File: config.mk
export PLATFORM = sky130hd
export DESIGN_NAME = ps2transmitter_flat
export DESIGN_NICKNAME = d
export VERILOG_FILES = /design/src/rtl/ps2transmitter_if.sv /design/src/rtl/ps2transmitter.sv /design/src/flat_wrapper.sv
export SDC_FILE = /design/constraint.sdc
export NUM_CORES = 1
export LEC_CHECK = 0
export BUFFER_PORTS_ARGS = -buffer_cell sky130_fd_sc_hd__buf_4
export CAP_MARGIN = 20
export CORE_ASPECT_RATIO = 0.9
export CORE_MARGIN = 2
export CORE_UTILIZATION = 33
export DETAILED_ROUTE_END_ITERATION = 10
export PLACE_DENSITY = 0.46
export SETUP_SLACK_MARGIN = 0.3
export SYNTH_ARGS = -nofsm -noshare
export SYNTH_HDL_FRONTEND = slang
export SYNTH_SLANG_ARGS = --single-unit
File: constraint.sdc
create_clock -name clk -period 3 [get_ports clk]
set_clock_uncertainty 0.2 [all_clocks]
set_input_delay 0.3 -clock clk [delete_from_list [all_inputs] [get_ports clk]]
set_output_delay 0.3 -clock clk [all_outputs]
set_load 0.1 [all_outputs]
File: src/rtl/ps2transmitter_if.sv
// rtl/ps2transmitter_if.sv - command handshake and PS/2 pad signals of the host transmitter
interface ps2transmitter_if;
  logic       tx_start;
  logic [7:0] tx_data;
  logic       ps2_clk;
  logic       ps2_data;
  logic       ps2_clk_oe;
  logic       ps2_data_oe;
  logic       tx_busy;
  logic       tx_done;
  logic       tx_error;

  modport master (
    output tx_start, tx_data, ps2_clk, ps2_data,
    input  ps2_clk_oe, ps2_data_oe, tx_busy, tx_done, tx_error
  );

  modport slave (
    input  tx_start, tx_data, ps2_clk, ps2_data,
    output ps2_clk_oe, ps2_data_oe, tx_busy, tx_done, tx_error
  );
endinterface

File: src/rtl/ps2transmitter.sv
// rtl/ps2transmitter.sv - PS/2 host-to-device command transmitter
// Clock inhibit, start bit, 8 data bits LSB-first, odd parity, stop, then device ACK check.
module ps2transmitter #(
  parameter int INHIBIT_CYCLES     = 3000,
  parameter int START_CYCLES       = 56,
  parameter int FIRST_EDGE_TIMEOUT = 420000,
  parameter int BIT_TIMEOUT        = 2900
) (
  input  logic            clk,
  input  logic            rst_n,
  ps2transmitter_if.slave bus
);

  typedef enum logic [2:0] {
    S_IDLE,
    S_INHIBIT,
    S_START,
    S_SEND,
    S_WAIT_IDLE,
    S_ERROR
  } state_t;

  localparam logic [19:0] INHIBIT_LD = 20'(INHIBIT_CYCLES);
  localparam logic [19:0] START_LD   = 20'(START_CYCLES);
  localparam logic [19:0] FIRST_LD   = 20'(FIRST_EDGE_TIMEOUT);
  localparam logic [19:0] BIT_LD     = 20'(BIT_TIMEOUT);

  state_t      state_q, state_d;
  logic [19:0] cnt_q, cnt_d;
  logic [3:0]  edge_cnt_q, edge_cnt_d;
  logic [10:0] frame_q, frame_d;
  logic [7:0]  clk_sr_q, clk_sr_d;
  logic        clk_filt_q, clk_filt_d;
  logic        data_meta_q, data_meta_d;
  logic        data_sync_q, data_sync_d;
  logic        clk_oe_q, clk_oe_d;
  logic        data_oe_q, data_oe_d;
  logic        busy_q, busy_d;
  logic        done_q, done_d;
  logic        error_q, error_d;
  logic        clk_fall;

  always_ff @(posedge clk or negedge rst_n) begin
    if (!rst_n) begin
      state_q     <= S_IDLE;
      cnt_q       <= '0;
      edge_cnt_q  <= '0;
      frame_q     <= '0;
      clk_sr_q    <= 8'hFF;
      clk_filt_q  <= 1'b1;
      data_meta_q <= 1'b1;
      data_sync_q <= 1'b1;
      clk_oe_q    <= 1'b0;
      data_oe_q   <= 1'b0;
      busy_q      <= 1'b0;
      done_q      <= 1'b0;
      error_q     <= 1'b0;
    end else begin
      state_q     <= state_d;
      cnt_q       <= cnt_d;
      edge_cnt_q  <= edge_cnt_d;
      frame_q     <= frame_d;
      clk_sr_q    <= clk_sr_d;
      clk_filt_q  <= clk_filt_d;
      data_meta_q <= data_meta_d;
      data_sync_q <= data_sync_d;
      clk_oe_q    <= clk_oe_d;
      data_oe_q   <= data_oe_d;
      busy_q      <= busy_d;
      done_q      <= done_d;
      error_q     <= error_d;
    end
  end

  // Next state, watchdog/phase counter, clock filter and data synchronizer.
  always_comb begin
    clk_sr_d    = {clk_sr_q[6:0], bus.ps2_clk};
    clk_filt_d  = clk_filt_q;
    if (clk_sr_q == 8'h00) begin
      clk_filt_d = 1'b0;
    end else if (clk_sr_q == 8'hFF) begin
      clk_filt_d = 1'b1;
    end
    clk_fall    = clk_filt_q & ~clk_filt_d;
    data_meta_d = bus.ps2_data;
    data_sync_d = data_meta_q;

    state_d    = state_q;
    cnt_d      = cnt_q;
    edge_cnt_d = edge_cnt_q;
    frame_d    = frame_q;

    case (state_q)
      S_IDLE: begin
        if (bus.tx_start) begin
          // frame_q[0] is the start bit; each device falling edge shifts the next bit down.
          frame_d = {1'b1, ~^bus.tx_data, bus.tx_data, 1'b0};
          cnt_d   = INHIBIT_LD;
          state_d = S_INHIBIT;
        end
      end
      S_INHIBIT: begin
        if (cnt_q <= 20'd1) begin
          cnt_d   = START_LD;
          state_d = S_START;
        end else begin
          cnt_d = cnt_q - 20'd1;
        end
      end
      S_START: begin
        if (cnt_q <= 20'd1) begin
          cnt_d      = FIRST_LD;
          edge_cnt_d = '0;
          state_d    = S_SEND;
        end else begin
          cnt_d = cnt_q - 20'd1;
        end
      end
      S_SEND: begin
        if (clk_fall) begin
          edge_cnt_d = edge_cnt_q + 4'd1;
          cnt_d      = BIT_LD;
          frame_d    = {1'b1, frame_q[10:1]};
          if (edge_cnt_q == 4'd10) begin
            state_d = data_sync_q ? S_ERROR : S_WAIT_IDLE;
          end
        end else if (cnt_q <= 20'd1) begin
          state_d = S_ERROR;
        end else begin
          cnt_d = cnt_q - 20'd1;
        end
      end
      S_WAIT_IDLE: begin
        if (clk_filt_q && data_sync_q) begin
          state_d = S_IDLE;
        end else if (cnt_q <= 20'd1) begin
          state_d = S_ERROR;
        end else begin
          cnt_d = cnt_q - 20'd1;
        end
      end
      S_ERROR: state_d = S_IDLE;
      default: state_d = S_IDLE;
    endcase
  end

  // Registered outputs; busy/done/error look at state_d so they line up with the IDLE return.
  always_comb begin
    clk_oe_d  = (state_q == S_INHIBIT) || (state_q == S_START);
    data_oe_d = (state_q == S_START) || ((state_q == S_SEND) && !frame_q[0]);
    busy_d    = (state_q != S_IDLE) && (state_d != S_IDLE);
    done_d    = (state_q == S_WAIT_IDLE) && (state_d == S_IDLE);
    error_d   = (state_q == S_ERROR);
  end

  assign bus.ps2_clk_oe  = clk_oe_q;
  assign bus.ps2_data_oe = data_oe_q;
  assign bus.tx_busy     = busy_q;
  assign bus.tx_done     = done_q;
  assign bus.tx_error    = error_q;

endmodule

File: src/flat_wrapper.sv
// flat-port wrapper written by rule: the top's interface ports become plain ports
module ps2transmitter_flat 
#(
  parameter int INHIBIT_CYCLES     = 3000,
  parameter int START_CYCLES       = 56,
  parameter int FIRST_EDGE_TIMEOUT = 420000,
  parameter int BIT_TIMEOUT        = 2900
)
  (clk, rst_n, bus_tx_start, bus_tx_data, bus_ps2_clk, bus_ps2_data, bus_ps2_clk_oe, bus_ps2_data_oe, bus_tx_busy, bus_tx_done, bus_tx_error);
  ps2transmitter_if bus_i ();
  input  logic clk;
  input  logic rst_n;
  input wire logic [$bits(bus_i.tx_start)-1:0] bus_tx_start;
  input wire logic [$bits(bus_i.tx_data)-1:0] bus_tx_data;
  input wire logic [$bits(bus_i.ps2_clk)-1:0] bus_ps2_clk;
  input wire logic [$bits(bus_i.ps2_data)-1:0] bus_ps2_data;
  output wire logic [$bits(bus_i.ps2_clk_oe)-1:0] bus_ps2_clk_oe;
  output wire logic [$bits(bus_i.ps2_data_oe)-1:0] bus_ps2_data_oe;
  output wire logic [$bits(bus_i.tx_busy)-1:0] bus_tx_busy;
  output wire logic [$bits(bus_i.tx_done)-1:0] bus_tx_done;
  output wire logic [$bits(bus_i.tx_error)-1:0] bus_tx_error;
  assign bus_i.tx_start = bus_tx_start;
  assign bus_i.tx_data = bus_tx_data;
  assign bus_i.ps2_clk = bus_ps2_clk;
  assign bus_i.ps2_data = bus_ps2_data;
  assign bus_ps2_clk_oe = bus_i.ps2_clk_oe;
  assign bus_ps2_data_oe = bus_i.ps2_data_oe;
  assign bus_tx_busy = bus_i.tx_busy;
  assign bus_tx_done = bus_i.tx_done;
  assign bus_tx_error = bus_i.tx_error;
  ps2transmitter #(.INHIBIT_CYCLES(INHIBIT_CYCLES), .START_CYCLES(START_CYCLES), .FIRST_EDGE_TIMEOUT(FIRST_EDGE_TIMEOUT), .BIT_TIMEOUT(BIT_TIMEOUT)) u_core (.clk(clk), .rst_n(rst_n), .bus(bus_i));
endmodule
## Word-level counts from Yosys, hierarchy flattened

Cells that the tools add are included.

- Bitwise logic cells: 2
- Reduce and logical (&&, ||, !) cells: 19
- Multiplexer cells: 24
- Multipliers: 0
- Order comparisons: 1
- Equality and inequality tests: 11
- Add/subtract/negate cells: 2
- Shift operators: 0
- Div/mod/pow operators: 0

Operators with widths:

| operator | count |
|---|---|
| $mux W20 | 6 |
| $pmux W20 S5 | 1 |
| $mux W11 | 2 |
| $pmux W11 S2 | 1 |
| $mux W3 | 7 |
| $le A20 B1 Y1 const B | 1 |
| $sub A20 B1 Y20 const B | 1 |
| $pmux W3 S5 | 1 |
| $reduce_and A3 Y1 | 3 |
| $eq A8 B8 Y1 const B | 1 |
| $logic_not A8 Y1 | 1 |
| $mux W4 | 2 |
| $pmux W4 S2 | 1 |
| $reduce_xnor A8 Y1 | 1 |
| $eq A3 B2 Y1 const B | 2 |
| $eq A3 B3 Y1 const B | 2 |
| $logic_not A3 Y1 | 2 |
| $reduce_bool A3 Y1 | 2 |
| $reduce_bool A5 Y1 | 1 |
| $add A4 B1 Y4 const B | 1 |
| $eq A4 B4 Y1 const B | 1 |
| $logic_and A1 B1 Y1 | 4 |
| $ne A2 B1 Y1 const B | 2 |
| $ne A2 B2 Y1 const B | 2 |
| other kinds (7) | 11 |

- Output and inout bits: 5
- Memories: 0
- Input port bits: 13
- Bits in read-only memories: 0
- Bits in writable memories: 0
- Logic and storage cells: 72
- Flip-flop bits (word level): 54
- Latch bits: 0

## Longest topological paths before layout

- Depth in word-level cells: 9
- Gate-level depth with buffers: 11
- Gate-level depth less buffers: 11

## Worst setup path before layout

Ideal clock, no wire load.

- Path type: reg2reg
- Start point: register u_core.cnt_q[8]
- End point: register u_core.cnt_q[14]
- Clock period less this slack: 2,781 ps
- Arrival: 2,460 ps
- Cell stages (with the launch flop): 9
- Path slack: 219 ps
- Buffers on the path: 1
- Path through: dfrtp_1 or4_1 nor4_2 nand3_1 a311o_4 nor3_4 buf_4 nor2_1 o22a_1

- Cells in the longest elaborated chain, start to end: 4

RTL lines:

| item | RTL line | source |
|---|---|---|
| start: declaration | ps2transmitter.sv:29 | `logic [19:0] cnt_q, cnt_d;` |
| start signal: assignment | ps2transmitter.sv:60 | `cnt_q <= cnt_d;` |
| $sub A20 B1 Y20 or $le A20 B1 Y1 (tied branches) | - |  |
| $mux W20 | ps2transmitter.sv:127, ps2transmitter.sv:136 |  |
| $mux W20, on equally long branches | ps2transmitter.sv:134, ps2transmitter.sv:120 |  |
| $pmux W20 S5 * | ps2transmitter.sv:93 | `case (state_q)` |

Every way passes the cells marked *; elsewhere a longest branch is shown, timed or not. The select of a mux whose other input is x is not followed.
A chain may end at the register's enable or synchronous reset.

## Worst setup path in the final report

- Start point: register u_core.cnt_q[19]
- End point: register u_core.cnt_q[12]

- Cells in the longest elaborated chain, start to end: 4

RTL lines:

| item | RTL line |
|---|---|
| $le A20 B1 Y1 * | - |
| $mux W20 | - |
| $mux W20, on equally long branches | - |
| $pmux W20 S5 * | ps2transmitter.sv:93 |

Marks and branches as above.

==> run summary <==
========================================================================================
Outcome                                                                     complete, no violations
Internal power contribution                                                       937 uW
Setup repair after global routing missed its margin                                  yes
Number of flops mapped to enable cells by yosys                                        0
CP Class                                                                      reg -> reg
Clock tree from TritonCTS                                                           done
Initial Util                                                                       0.337
Number of antenna violations at the first check in global routing                      0
Required time reported for the critical path endpoint                            3020 ps
Port-buffer cells                                                                     17
Crit path capture type                                                              flop
Portion of total power attributed to combinational logic                           0.048
Fin crit period                                                                  2780 ps
Mean cell area of the mapped netlist                                           8.77 um^2
Sum of internal, switching and leakage power                                     1240 uW
Crit path max fanout                                                                  12
Vias per std cell                                                                   5.19
Clock buffer count from CTS                                                            5
Start point of the worst hold path                                          bus_tx_data[4]
Part of the total power dissipated in sequential elements                          0.608
I/O pin total                                                                         18
Startpoint of the most critical register-to-register path                   u_core.cnt_q[19]
Number of vias in the routed layout                                                 2750
Post-DR wirelength/cell                                                          15.4 um
Worst reg-to-reg path cell count                                                       8
Type of the most critical hold path                                            in -> reg
First-pass GRT wire length                                                       13.6 mm
Routed Wire Length                                                               8.17 mm
Launch point of the critical path                                           u_core.cnt_q[19]
Count of mapped cells out of synthesis                                               349
Count of final max-slew check failures                                                 0
Pin count of the biggest net entering global routing                                  55
Total grt overflow                                                                     0
Detailed-placement wirelength estimate                                           5.74 mm
Share of power burned in the clock network                                         0.344
Startpoint kind of the worst setup timing path                                      flop
Fillers                                                                              933
Share of synthesized flip-flops with an asynchronous set or reset                   1.00
Post-DRT Antenna Nets                                                                  0
Number of antenna repair diodes                                                        0
Worst slew margin relative to its limit                                            0.532
Worst-margin pin slew                                                             703 ps
Number of buffers on the longest clock path                                            2
Worst Hold Endpoint                                                         u_core.frame_q[5]
Prevailing post-synth register cell                                              dfrtp_1
Total DRC errors in the routed layout                                                  0
Synth unique cells                                                                    56
Count of warnings emitted by yosys                                                     0
PD cells                                                                     318 nW/um^2
Width of the die                                                                  106 um
Summed instance area of the synthesized netlist                                3060 um^2
Flop and latch count out of synthesis                                                 54
Insertion delay of the later-clocked pin in the worst-skew pair                   310 ps
Core region area                                                               9080 um^2
Non-filler instance count after layout                                               530
Placer's final routability congestion estimate                                     0.823
Finish-stage setup viols                                                               0
Depth of the CTS H-tree                                                                2
Maximum VDD drop                                                                0.170 mV
Number of sinks handled by clock tree synthesis                                       54
Total number of nets in the final design                                             425
Internal reg-to-reg setup slack                                                   220 ps
Crit path DAT                                                                    2800 ps
Number of global-route vias before repair                                           2619
First-pass detailed-route iteration total                                              4
Combined global-route utilization of all metal layers                              0.170
Die extent in y                                                                  95.4 um
Detailed router's first-iteration violation count                                    143
Worst hold path stage count                                                            3
Net Count, Synth                                                                     367
Switching portion of total power                                                   0.241
Critical R2R Capture                                                        u_core.cnt_q[12]
Number of rows created at floorplan                                                   33
Portion of the clock cycle consumed by the worst path in the final layout          0.927
Total die area                                                                10100 um^2
Reg clk slew, reported paths                                                      110 ps
Maximum achievable frequency                                                     360 MHz
Post-Place Cells                                                                     510
Area overhead of the layout relative to synthesis                                  27.0%
Leakage component of the power                                                0.00151 uW
CTS Root Cell                                                                   clkbuf_8
Fraction of the yosys area taken by sequential cells                               0.446
Net load switching power                                                          298 uW
Max-capacitance violation count                                                        0
Fraction of layout instances using a drive strength above 1                        0.289
Final-report hold violation count                                                      0
========================================================================================
state kept, by name (all words and copies together) (netlist names):
register,flops
u_core.bus.ps2_clk_oe,1
u_core.bus.ps2_data_oe,1
u_core.bus.tx_busy,1
u_core.bus.tx_done,1
u_core.bus.tx_error,1
u_core.clk_filt_q,1
u_core.clk_sr_q,8
u_core.cnt_q,20
u_core.data_meta_q,1
u_core.data_sync_q,1
u_core.edge_cnt_q,4
u_core.frame_q,11
u_core.state_q,3
per-layer routing:
| metal | track usage | wire [um] | vias to the layer above | share of wire |
|---|---|---|---|---|
| met4 | 0.0384 | 81 | 0 | 0.0099 |
| met2 | 0.257 | 3610 | 32 | 0.44 |
| met5 | 0 | 0 | - | 0 |
| met1 | 0.257 | 4260 | 1340 | 0.52 |
| met3 | 0.0260 | 213 | 7 | 0.026 |
| li1 | - | - | 1371 | - |
per-stage QoR:
step	cell area [um^2]	TNS, ps	setup WS [ps]	utilization	hold slack (ps)
4_1_cts	3810	0	180	0.420	36.9
3_5_place_dp	3590	-17.9	-6.85	0.395	147
3_3_place_gp	3590	0	47.7	0.395	148
6_report	3890	0	219	0.428	46.1
5_1_grt	3890	0	97.8	0.428	37.3
2_1_floorplan	3080	0	305	-	-196
critical path, stage by stage, from the launching register on:
cell and delay [ps]:
dfrtp_1 410, or4_4 550, or3_4 360, nor4_4 310, a311o_4 180, nor3_4 50, buf_12 160, or2_4 270
o31ai_2 210
cell usage in the layout, fill, tap and decap left out, types with 3 or more instances in the layout:
cell,n
a211oi_1,5
a21oi_1,19
a31oi_1,12
buf_4,60
clkbuf_8,5
dfrtp_1,42
dfstp_2,11
dlygate4sd3_1,3
ha_1,4
inv_1,8
nand2_1,42
nand3_1,4
nand4_1,5
nor2_1,49
nor3_1,11
nor3b_1,3
nor4_1,6
nor4_2,3
o21ai_0,13
o21ai_1,17
o22a_1,5
o31ai_1,3
o31ai_2,3
or2_2,3
or3_1,4
xnor2_1,8
xor2_1,3
power by group through the flow:
stage               clock (uW)  combinational [uW]  sequential [uW]
global placement             0                58.1              765
CTS                        442                61.5              752
finish                     425                59.3              752
detailed placement           0                58.1              765
global route               476                67.8              753
floorplan                    0                24.6              763
what timing repair did:
action,in CTS,in global routing
endpoints found under the hold margin,45,0
resized for setup,11,14
endpoints found under the setup margin,21,23
pin swaps,8,7
gates cloned,1,0
setup buffers,3,5
hold buffers,3,0
Yosys cell counts, drive strengths merged (6+ instances only):
library cell | instances | area (um^2)
nor2 | 51 | 191
dfrtp | 43 | 1080
nand2 | 43 | 161
o21ai | 32 | 160
a21oi | 19 | 95.1
nor3 | 13 | 81.3
a31oi | 12 | 75.1
dfstp | 11 | 289
nor4 | 11 | 103
clkbuf | 10 | 37.5
buf | 8 | 41.3
inv | 8 | 30.0
xnor2 | 8 | 70.1
o31ai | 7 | 67.6
or3 | 6 | 37.5
final cells by class:
cell class	count	area, um^2	share of cell area
clock buffers	6	72.6	0.0187
clock inverters	2	13.8	0.00354
inverters	9	33.8	0.00869
multi-input cells	268	1660	0.428
flip-flops and latches	54	1370	0.351
well taps	122	153	0.0393
repair buffers	69	586	0.151
cell families after synthesis:
logic type	synth area share
adders and majority gates	0.0204
xor gates and xnor gates	0.0315
DFF	0.446
and+or+nand+nor	0.251
AOI/OAI and AO/OA	0.207
muxes	0.00695
buffers and inverters	0.0368
worst max-delay path by stage:
stage,to,cells past startpoint,slack (ps)
2_1_floorplan,u_core.cnt_q[12],8,300
3_3_place_gp,u_core.cnt_q[15],8,50
3_5_place_dp,u_core.cnt_q[15],8,-7
4_1_cts,u_core.cnt_q[14],8,180
5_1_grt,u_core.cnt_q[16],8,100
6_report,u_core.cnt_q[12],8,220
Note: power is estimated with default switching activity, not from simulation.
